<file path="src/rtl/pwm_ramp_controller_pkg.sv">
// ----------------------------------------------------------------------------
// pwm_ramp_controller_pkg
// Shared definitions for the PWM ramp controller and its period tracker:
//   - ramp_state_e        : controller state encoding (ST_HOLD, ST_RAMP)
//   - DEFAULT_RESET_PERIOD: pwm_max value driven out of reset by default
// ----------------------------------------------------------------------------
package pwm_ramp_controller_pkg;

  typedef enum logic {
    ST_HOLD = 1'b0,  // duty equals target
    ST_RAMP = 1'b1   // duty still moving toward target
  } ramp_state_e;

  localparam int unsigned DEFAULT_RESET_PERIOD = 1000;

endpackage

</file>
<file path="src/rtl/pwm_period_tracker.sv">
// ----------------------------------------------------------------------------
// pwm_period_tracker
// Mirrors the PWM generator's period counter so that consumers know where
// the period boundary is.
//   clock        : single clock
//   srst         : synchronous active-high reset
//   pwm_max      : period limit currently driven to the generator
//   boundary     : combinational, high on the cycle the counter equals pwm_max
//   period_start : registered, high on the cycle after the boundary (count 0)
// ----------------------------------------------------------------------------
module pwm_period_tracker #(
  parameter int unsigned PWM_WIDTH = 32
) (
  input  logic                 clock,
  input  logic                 srst,
  input  logic [PWM_WIDTH-1:0] pwm_max,
  output logic                 boundary,
  output logic                 period_start
);

  logic [PWM_WIDTH-1:0] count;

  // With pwm_max = 0 the counter sits at 0 and every cycle is a boundary.
  assign boundary = (count == pwm_max);

  // NOTE: sequential state is always assigned with <= so every register
  // samples the pre-edge values, independent of statement order.
  always_ff @(posedge clock) begin
    if (srst) begin
      count        <= '0;
      period_start <= 1'b0;
    end else begin
      period_start <= boundary;
      count        <= boundary ? '0 : count + PWM_WIDTH'(1);
    end
  end

endmodule

</file>
<file path="src/rtl/pwm_ramp_controller.sv">
// ----------------------------------------------------------------------------
// pwm_ramp_controller
// Drives pwm_max (period) and pwm_high_max (duty) of a PWM generator. Host
// commands arrive on a valid/ready handshake, are held pending and applied
// only at a period boundary. Duty ramps toward the target by a fixed step per
// boundary, saturating at the target in either direction.
//
// Ports:
//   clock, srst          : clock, synchronous active-high reset
//   cfg_valid/cfg_ready  : command handshake (cfg_ready = no command pending)
//   cfg_period           : target pwm_max
//   cfg_duty             : target pwm_high_max (clipped to cfg_period)
//   cfg_step             : duty change per boundary, 0 = jump immediately
//   cfg_prescale         : (PWM_RAMP_PRESCALE_EN only) step every N+1 periods
//   pwm_max, pwm_high_max: registered outputs to the generator
//   period_start         : one-cycle pulse at count 0 of each period
//   ramping              : high while duty differs from target
//   ramp_done            : one-cycle pulse when duty reaches target
//
// Build option: define PWM_RAMP_PRESCALE_EN to add the cfg_prescale input.
// ----------------------------------------------------------------------------
module pwm_ramp_controller
  import pwm_ramp_controller_pkg::*;
#(
  parameter int unsigned PWM_WIDTH    = 32,
  parameter int unsigned RESET_PERIOD = DEFAULT_RESET_PERIOD
) (
  input  logic                 clock,
  input  logic                 srst,
  input  logic                 cfg_valid,
  output logic                 cfg_ready,
  input  logic [PWM_WIDTH-1:0] cfg_period,
  input  logic [PWM_WIDTH-1:0] cfg_duty,
  input  logic [PWM_WIDTH-1:0] cfg_step,
`ifdef PWM_RAMP_PRESCALE_EN
  input  logic [15:0]          cfg_prescale,
`endif
  output logic [PWM_WIDTH-1:0] pwm_max,
  output logic [PWM_WIDTH-1:0] pwm_high_max,
  output logic                 period_start,
  output logic                 ramping,
  output logic                 ramp_done
);

  localparam logic [PWM_WIDTH-1:0] RESET_MAX = PWM_WIDTH'(RESET_PERIOD);

  ramp_state_e          state;
  logic                 pending;
  logic [PWM_WIDTH-1:0] pend_period;
  logic [PWM_WIDTH-1:0] pend_duty;
  logic [PWM_WIDTH-1:0] pend_step;
  logic [PWM_WIDTH-1:0] target;
  logic [PWM_WIDTH-1:0] step;

  logic                 boundary;
  logic                 accept;
  logic                 apply;
  logic                 step_en;

  logic [PWM_WIDTH-1:0] nxt_max;
  logic [PWM_WIDTH-1:0] nxt_target;
  logic [PWM_WIDTH-1:0] nxt_step;
  logic [PWM_WIDTH-1:0] base_duty;
  logic [PWM_WIDTH:0]   up_sum;
  logic [PWM_WIDTH:0]   down_reach;
  logic [PWM_WIDTH-1:0] nxt_duty;
  ramp_state_e          nxt_state;
  logic                 nxt_done;

  pwm_period_tracker #(
    .PWM_WIDTH (PWM_WIDTH)
  ) u_tracker (
    .clock        (clock),
    .srst         (srst),
    .pwm_max      (pwm_max),
    .boundary     (boundary),
    .period_start (period_start)
  );

  assign cfg_ready = !pending;
  assign accept    = cfg_valid && cfg_ready;
  assign apply     = boundary && pending;
  assign ramping   = (state == ST_RAMP);

`ifdef PWM_RAMP_PRESCALE_EN
  logic [15:0] pend_prescale;
  logic [15:0] prescale;
  logic [15:0] presc_cnt;

  // The apply boundary always moves duty; afterwards a step happens once the
  // counter has seen prescale+1 boundaries.
  assign step_en = apply || (presc_cnt == prescale);

  always_ff @(posedge clock) begin
    if (srst) begin
      prescale  <= '0;
      presc_cnt <= '0;
    end else if (boundary) begin
      if (apply) prescale <= pend_prescale;
      presc_cnt <= step_en ? '0 : presc_cnt + 16'd1;
    end
  end

  always_ff @(posedge clock) begin
    if (accept) pend_prescale <= cfg_prescale;
  end
`else
  assign step_en = 1'b1;
`endif

  // Values that would be in effect after this boundary; duty is first clamped
  // to the (possibly shrunken) period, then stepped toward the target.
  // NOTE: every output of this block gets a default first so no path can
  // leave a variable unassigned and infer a latch.
  always_comb begin
    nxt_max    = apply ? pend_period : pwm_max;
    nxt_target = target;
    nxt_step   = apply ? pend_step : step;
    if (apply) nxt_target = (pend_duty > pend_period) ? pend_period : pend_duty;

    base_duty  = (pwm_high_max > nxt_max) ? nxt_max : pwm_high_max;
    // One extra bit so base_duty + step cannot wrap past the target.
    up_sum     = {1'b0, base_duty} + {1'b0, nxt_step};
    down_reach = {1'b0, nxt_target} + {1'b0, nxt_step};

    nxt_duty   = base_duty;
    nxt_state  = ST_RAMP;
    nxt_done   = 1'b0;

    if (base_duty == nxt_target) begin
      nxt_state = ST_HOLD;
      nxt_done  = (state == ST_RAMP);
    end else if (step_en) begin
      if (base_duty < nxt_target) begin
        if (nxt_step == '0 || up_sum >= {1'b0, nxt_target}) begin
          nxt_duty  = nxt_target;
          nxt_state = ST_HOLD;
          nxt_done  = 1'b1;
        end else begin
          nxt_duty  = up_sum[PWM_WIDTH-1:0];
        end
      end else begin
        if (nxt_step == '0 || {1'b0, base_duty} <= down_reach) begin
          nxt_duty  = nxt_target;
          nxt_state = ST_HOLD;
          nxt_done  = 1'b1;
        end else begin
          nxt_duty  = base_duty - nxt_step;
        end
      end
    end
  end

  always_ff @(posedge clock) begin
    if (srst) begin
      pwm_max      <= RESET_MAX;
      pwm_high_max <= '0;
      target       <= '0;
      step         <= '0;
      state        <= ST_HOLD;
      pending      <= 1'b0;
      ramp_done    <= 1'b0;
    end else begin
      ramp_done <= 1'b0;
      // accept requires !pending and apply requires pending, so they never
      // collide in the same cycle.
      if (accept) pending <= 1'b1;
      if (boundary) begin
        pwm_max      <= nxt_max;
        pwm_high_max <= nxt_duty;
        target       <= nxt_target;
        step         <= nxt_step;
        state        <= nxt_state;
        ramp_done    <= nxt_done;
        if (apply) pending <= 1'b0;
      end
    end
  end

  // NOTE: the command data registers are left out of reset on purpose; they
  // are only read while pending is set, and pending itself is reset.
  always_ff @(posedge clock) begin
    if (accept) begin
      pend_period <= cfg_period;
      pend_duty   <= cfg_duty;
      pend_step   <= cfg_step;
    end
  end

endmodule

</file>
<file path="config.mk">
export PLATFORM = sky130hd
export DESIGN_NAME = pwm_ramp_controller
export DESIGN_NICKNAME = d
export VERILOG_FILES = /design/src/rtl/pwm_ramp_controller_pkg.sv /design/src/rtl/pwm_period_tracker.sv /design/src/rtl/pwm_ramp_controller.sv
export SDC_FILE = /design/constraint.sdc
export NUM_CORES = 1
export LEC_CHECK = 0
export ABC_AREA = 0
export ABC_CLOCK_PERIOD_IN_PS = 17200
export CORE_UTILIZATION = 50
export DETAILED_ROUTE_END_ITERATION = 8
export GPL_TIMING_DRIVEN = 1
export PLACE_DENSITY = 0.68
export SETUP_SLACK_MARGIN = 0.05
export SYNTH_ARGS = -nofsm -noshare
export SYNTH_HDL_FRONTEND = slang
export SYNTH_SLANG_ARGS = --single-unit
</file>
<file path="constraint.sdc">
create_clock -name clock -period 17.2 [get_ports clock]
set_clock_uncertainty 0.05 [all_clocks]
set_input_delay 5.16 -clock clock [delete_from_list [all_inputs] [get_ports clock]]
set_output_delay 5.16 -clock clock [all_outputs]
set_load 0.1 [all_outputs]
</file>
# Word level (Yosys, flattened, before mapping)
# Index checks and enable logic that the tools add are counted.
# classes
addsub	4
order_cmp	5
n_eq_ne	2
n_mux	20
bitwise	1
reduce_logical	8
# op_table
op	n
$mux W32	9
$add A32 B32 Y33	2
$eq A32 B32 Y1	2
$gt A32 B32 Y1	2
$ge A33 B32 Y1	1
$le A32 B33 Y1	1
$add A32 B1 Y32 const B	1
$logic_not A32 Y1	1
$lt A32 B32 Y1	1
$sub A32 B32 Y32	1
$mux W1	11
$reduce_or A2 Y1	2
$logic_and A1 B1 Y1	2
$logic_or A1 B1 Y1	2
$logic_not A1 Y1	1
$not A1 Y1	1
# totals
ff_bits	260
inputBits	99
output_inout_bits	68
word_cells	52

# Longest topological paths before layout
# logic_depth
word_depth	11
ltp_mapped	47
depth_no_buf	40

# Cells and area by module
# A second synthesis with hierarchy kept.
# unflattened
cells_unflattened	2231
area_unflattened_um2	19836.5
# modules_own_cells
module	instances	cells_per_inst	area_per_inst_um2	seq_area_each_um2
pwm_ramp_controller	1	2002	17714.5	5505.3
pwm_period_tracker	1	229	2122.0	660.6

# Worst setup path before layout
# Ideal clock, no wire load.
# synth_path
path_kind	register to register
startpoint	register pwm_max[26]
endpoint	register pwm_high_max[11]
setup_time_ns	0.122
arrival_ns	10.060
t_required_ns	17.028
path_slack_ns	6.968
stages_incl_launch_ff	44
n_path_buf	7
synth_period_minus_slack_ns	10.232
path_cell_list	dfxtp_1 -> xor2_1 -> nor4_2 -> and4_2 -> nand3_2 -> clkbuf_1 -> clkbuf_1 -> clkbuf_1 -> a21oi_1 -> ha_1 -> a2111oi_0 -> o21ai_0 -> o2111ai_1 -> a211oi_1 -> or3_1 -> a311oi_1 -> a211o_1 -> buf_6 -> [8 not listed] -> o21ai_1 -> o2111ai_1 -> nand2_1 -> or4_1 -> a21oi_1 -> xnor2_1 -> ha_1 -> nand3_1 -> or2_2 -> or4_1 -> nor3_1 -> nor4_1 -> and4_1 -> o21a_1 -> clkbuf_1 -> a221oi_1 -> nor2_1 -> a221o_1
# synth_via
elab_chain_cells	11
elab_cells_between_ends	21
classes_between	add/sub: 3; order compare: 4; eq/ne: 2; mux: 8; reduce/logical: 4
# synth_rtl
element	line	source
from (decl)	pwm_ramp_controller.sv:38	output logic [PWM_WIDTH-1:0] pwm_max,
from (signal assigned)	pwm_ramp_controller.sv:169	pwm_max <= nxt_max;
$eq A32 B32 Y1	pwm_period_tracker.sv:24	assign boundary = (count == pwm_max);
$logic_and A1 B1 Y1	pwm_ramp_controller.sv:82	assign apply = boundary && pending;
$mux W32	pwm_ramp_controller.sv:116	nxt_max = apply ? pend_period : pwm_max;
$gt A32 B32 Y1	pwm_ramp_controller.sv:121	base_duty = (pwm_high_max > nxt_max) ? nxt_max : pwm_high_max;
$mux W32	pwm_ramp_controller.sv:121	
$add A32 B32 Y33	pwm_ramp_controller.sv:123	up_sum = {1'b0, base_duty} + {1'b0, nxt_step};
$ge A33 B32 Y1	pwm_ramp_controller.sv:135	if (nxt_step == '0 || up_sum >= {1'b0, nxt_target}) begin
$logic_or A1 B1 Y1	pwm_ramp_controller.sv:135	
$mux W32	pwm_ramp_controller.sv:135	
$mux W32	pwm_ramp_controller.sv:134	if (base_duty < nxt_target) begin
$mux W32	pwm_ramp_controller.sv:130	if (base_duty == nxt_target) begin
to (signal assigned)	pwm_ramp_controller.sv:170	pwm_high_max <= nxt_duty;
to (decl)	pwm_ramp_controller.sv:39	output logic [PWM_WIDTH-1:0] pwm_high_max,
# Parallel ways exist; a longest one is shown, timed or not.
# A chain may end at the register's enable or synchronous reset.

# Final worst setup path
# layout_path
startpoint	register u_tracker.count[25]
endpoint	register pwm_high_max[19]
# layout_via
elab_chain_cells	11
elab_cells_between_ends	21
classes_between	add/sub: 3; order compare: 4; eq/ne: 2; mux: 8; reduce/logical: 4
# layout_rtl
element	line	source
from (decl)	pwm_period_tracker.sv:21	logic [PWM_WIDTH-1:0] count;
from (signal assigned)	pwm_period_tracker.sv:34	count <= boundary ? '0 : count + PWM_WIDTH'(1);
$eq A32 B32 Y1 *	pwm_period_tracker.sv:24	
$logic_and A1 B1 Y1	pwm_ramp_controller.sv:82	
$mux W32	pwm_ramp_controller.sv:116	
$gt A32 B32 Y1	pwm_ramp_controller.sv:121	
$mux W32	pwm_ramp_controller.sv:121	
$add A32 B32 Y33	pwm_ramp_controller.sv:123	
$ge A33 B32 Y1	pwm_ramp_controller.sv:135	
$logic_or A1 B1 Y1	pwm_ramp_controller.sv:135	
$mux W32	pwm_ramp_controller.sv:135	
$mux W32	pwm_ramp_controller.sv:134	
$mux W32	pwm_ramp_controller.sv:130	
# Every way passes the cells marked *; elsewhere a longest branch is shown, timed or not.

==> results.toml <==
[status]
run_status = "finished, final reports clean"

[logic_synthesis]
synthAdderAreaFrac_pct = 16.79
synth_nets = 2613
synth_compound_area_share_pct = 20.01
synthMuxAreaShare_pct = 2.608
synth-seq-cells = 260
syn_area_per_cell_um2 = 8.547
synth-async-reset-ratio_pct = 0
synth_simple_gate_area_share_pct = 17.77
ys.flop_type = "dfxtp_1"
synth.area.top_cells = "dfxtp_1 17%, ha_1 16%, edfxtp_1 15%"
synth_top_area_cell = "dfxtp_1"
yosys_warnings = 0
synthCells = 2257
synth_top_family_by_area = "compound AO/OA/AOI/OAI gates"
synth_top_cell_area_share_pct = 17.02
synth-xor-area-share_pct = 6.084
synth_edf_count = 96
synth.distinct_cells = 85
ys_seq_area_share_pct = 31.96
syn_area_um2 = 19290

[clock_tree]
clk_latency_ns = 0.58
clkTransAtPathRegs_ns = 0.06
cts-resized-gates = 0
cts_made_buffers = 29
postCtsSetupRepairBufs = 0
clk_path_buf_depth = 3
cts_root_buffer = "clkbuf_16"
htree_num_levels = 1
clock_sinks = 260
hold_buffers = 0
cts_tree = "yes"

[die]
io_pins = 167
rows = 71
die_width_um = 198.4
fp.dieArea_um2 = 39370
core-area_um2 = 37840
die-height_um = 198.4
floorplan.initialDensity_pct = 50.97

[global_route]
grt_overflow = 0
grt_pass1_vias = 16760
grt_antenna_before_repair = 0
met1_usage_pct = 45.27
grtUsageMet3_pct = 3.120
grt_util_all_layers_pct = 32.54
grt_pass1_wl_mm = 97.09
grt_max_degree = 87
use_met2_pct = 52.94
grt.busiest_layer = "met2"

[setup_path]
crit_type = "reg -> reg"
endpoint_kind = "flop"
cp_max_fo = 86
crit_family = "simple AND/OR/NAND/NOR gates"
cp_slowest_cell = "or4_1"
worst-path-buf-inv = 4
cp_common_cell = "buf_4"
start_kind = "flop"
slowest_delay_ns = 0.64
required_ns = 17.63
crit_arrival_ns = 12.72

[routing]
drc = 0
dr.pass1.iters = 5
post_drt_wl_per_cell_um = 22.12
ant_nets = 0
viasPerCell = 6.005
drt-initial-drc-count = 1184
wl_mm = 64.83
num_vias = 17600

[power]
power_leakage_nw = 10.42
finalPower_mw = 1.400
vdd_drop_max_mv = 0.07782
p_per_area_nw_per_um2 = 62.27

[finish]
drive_above_1_share_pct = 5.248
area_growth_pct = 16.53
final_nets = 2753
diodes = 0
final_common_cell = "nor2_1"
seq_area_um2 = 6166
multi_input_area_um2 = 12240
mostFrequentLayoutCells = "278 x nor2_1, 254 x ha_1, 215 x a21oi_1, 165 x nand2_1, 165 x clkdlybuf4s50_1"
final_cells = 2931
fillerInstances = 3374
design_area_um2 = 22480

[timing]
rsz0062_at_grt = "false"
tightest_slew_ns = 1.167
setup_tns_ns = 0
finalMaxSlewViolations = 0
setup_viol = 0
period_needed_ns = 12.29
slew_headroom_pct = 22.01
worst_slack_ns = 4.907
finalHoldViolCount = 0
finalCritPeriodShare_pct = 71.47
fmax_mhz = 81.35

[place]
pre_cts_ws_ns = 5.128
place_inst = 2877
place.gp.congestion = 0.9562
placed_area_um2 = 21470
dp.final_hpwl_mm = 52.68
port_buffers = 166

[hold_path]
hold_path.class = "reg -> reg"

[job]
drv_cap = 0
routing by layer:
metal  routed length (µm)  up-vias  share of wire [%]
li1                     -     8457                  -
met1                29160     8406                 45
met2                28880      647                 45
met3                 4618       90                7.1
met4                 2170        0                3.3
met5                    0        -                  0
flip-flops by register name, indices dropped and copies added (netlist names):
| name | cells |
|---|---|
| pend_period | 32 |
| step | 32 |
| target | 32 |
| ramping | 1 |
| u_tracker.period_start | 1 |
| pwm_max | 32 |
| pend_step | 32 |
| pwm_high_max | 32 |
| pending | 1 |
| pend_duty | 32 |
| u_tracker.count | 32 |
| ramp_done | 1 |
synth_stat cells, types with 20 or more instances:
cell type / count
xor2_1: 86
nand4_1: 47
a21o_1: 40
edfxtp_1: 96
clkbuf_1: 58
o21ai_1: 22
nand3_1: 60
nor2b_1: 21
nor4_1: 30
o21a_1: 47
a21oi_1: 215
inv_1: 147
nand2_1: 165
xnor2_1: 48
mux2i_1: 48
a221o_1: 20
dfxtp_1: 164
nor2_1: 279
nor3_1: 32
ha_1: 254
o21ai_0: 91
through the flow:
step / hold slack (ns) / utilization (%)
floorplan: 0.4128 / -
CTS: 0.4641 / 59.40
global route: 0.4751 / 59.40
finish: 0.4648 / 59.40
detailed placement: 0.4497 / 56.73
global placement: 0.4382 / 56.73
final timing paths:
check | from | to | slack [ns] | depth (start not counted)
worst max-delay path | u_tracker.count[25] | pwm_high_max[19] | 4.91 | 41
worst min register to register | u_tracker.count[0] | u_tracker.count[0] | 0.46 | 1
worst max register to register | u_tracker.count[25] | pwm_high_max[19] | 4.91 | 41
worst min-delay path | u_tracker.count[0] | u_tracker.count[0] | 0.46 | 1
final cells by class:
class | count | share of cell area, %
multi-input combinational | 1764 | 54.46
sequential | 260 | 27.43
timing repair buffer | 193 | 8.283
clock buffer | 36 | 3.529
tap | 511 | 2.844
inverter | 149 | 2.488
clock inverter | 18 | 0.9630
logic make-up (layout without fill, tap and decap cells):
kind of cell               count (synthesis)  count (layout)
adders and majority gates                257             257
buffers and inverters                    233             396
AOI/OAI and AO/OA                        598             598
xor gates and xnor gates                 134             134
muxes                                     50              50
DFF                                      260             260
and+or+nand+nor                          725             725
power breakdown:
group	internal (mW)	total [mW]	switching, mW
Sequential	0.654	0.665	0.0103
Clock	0.390	0.656	0.266
Combinational	0.0358	0.0794	0.0436
(Power assumes the default switching activity.)
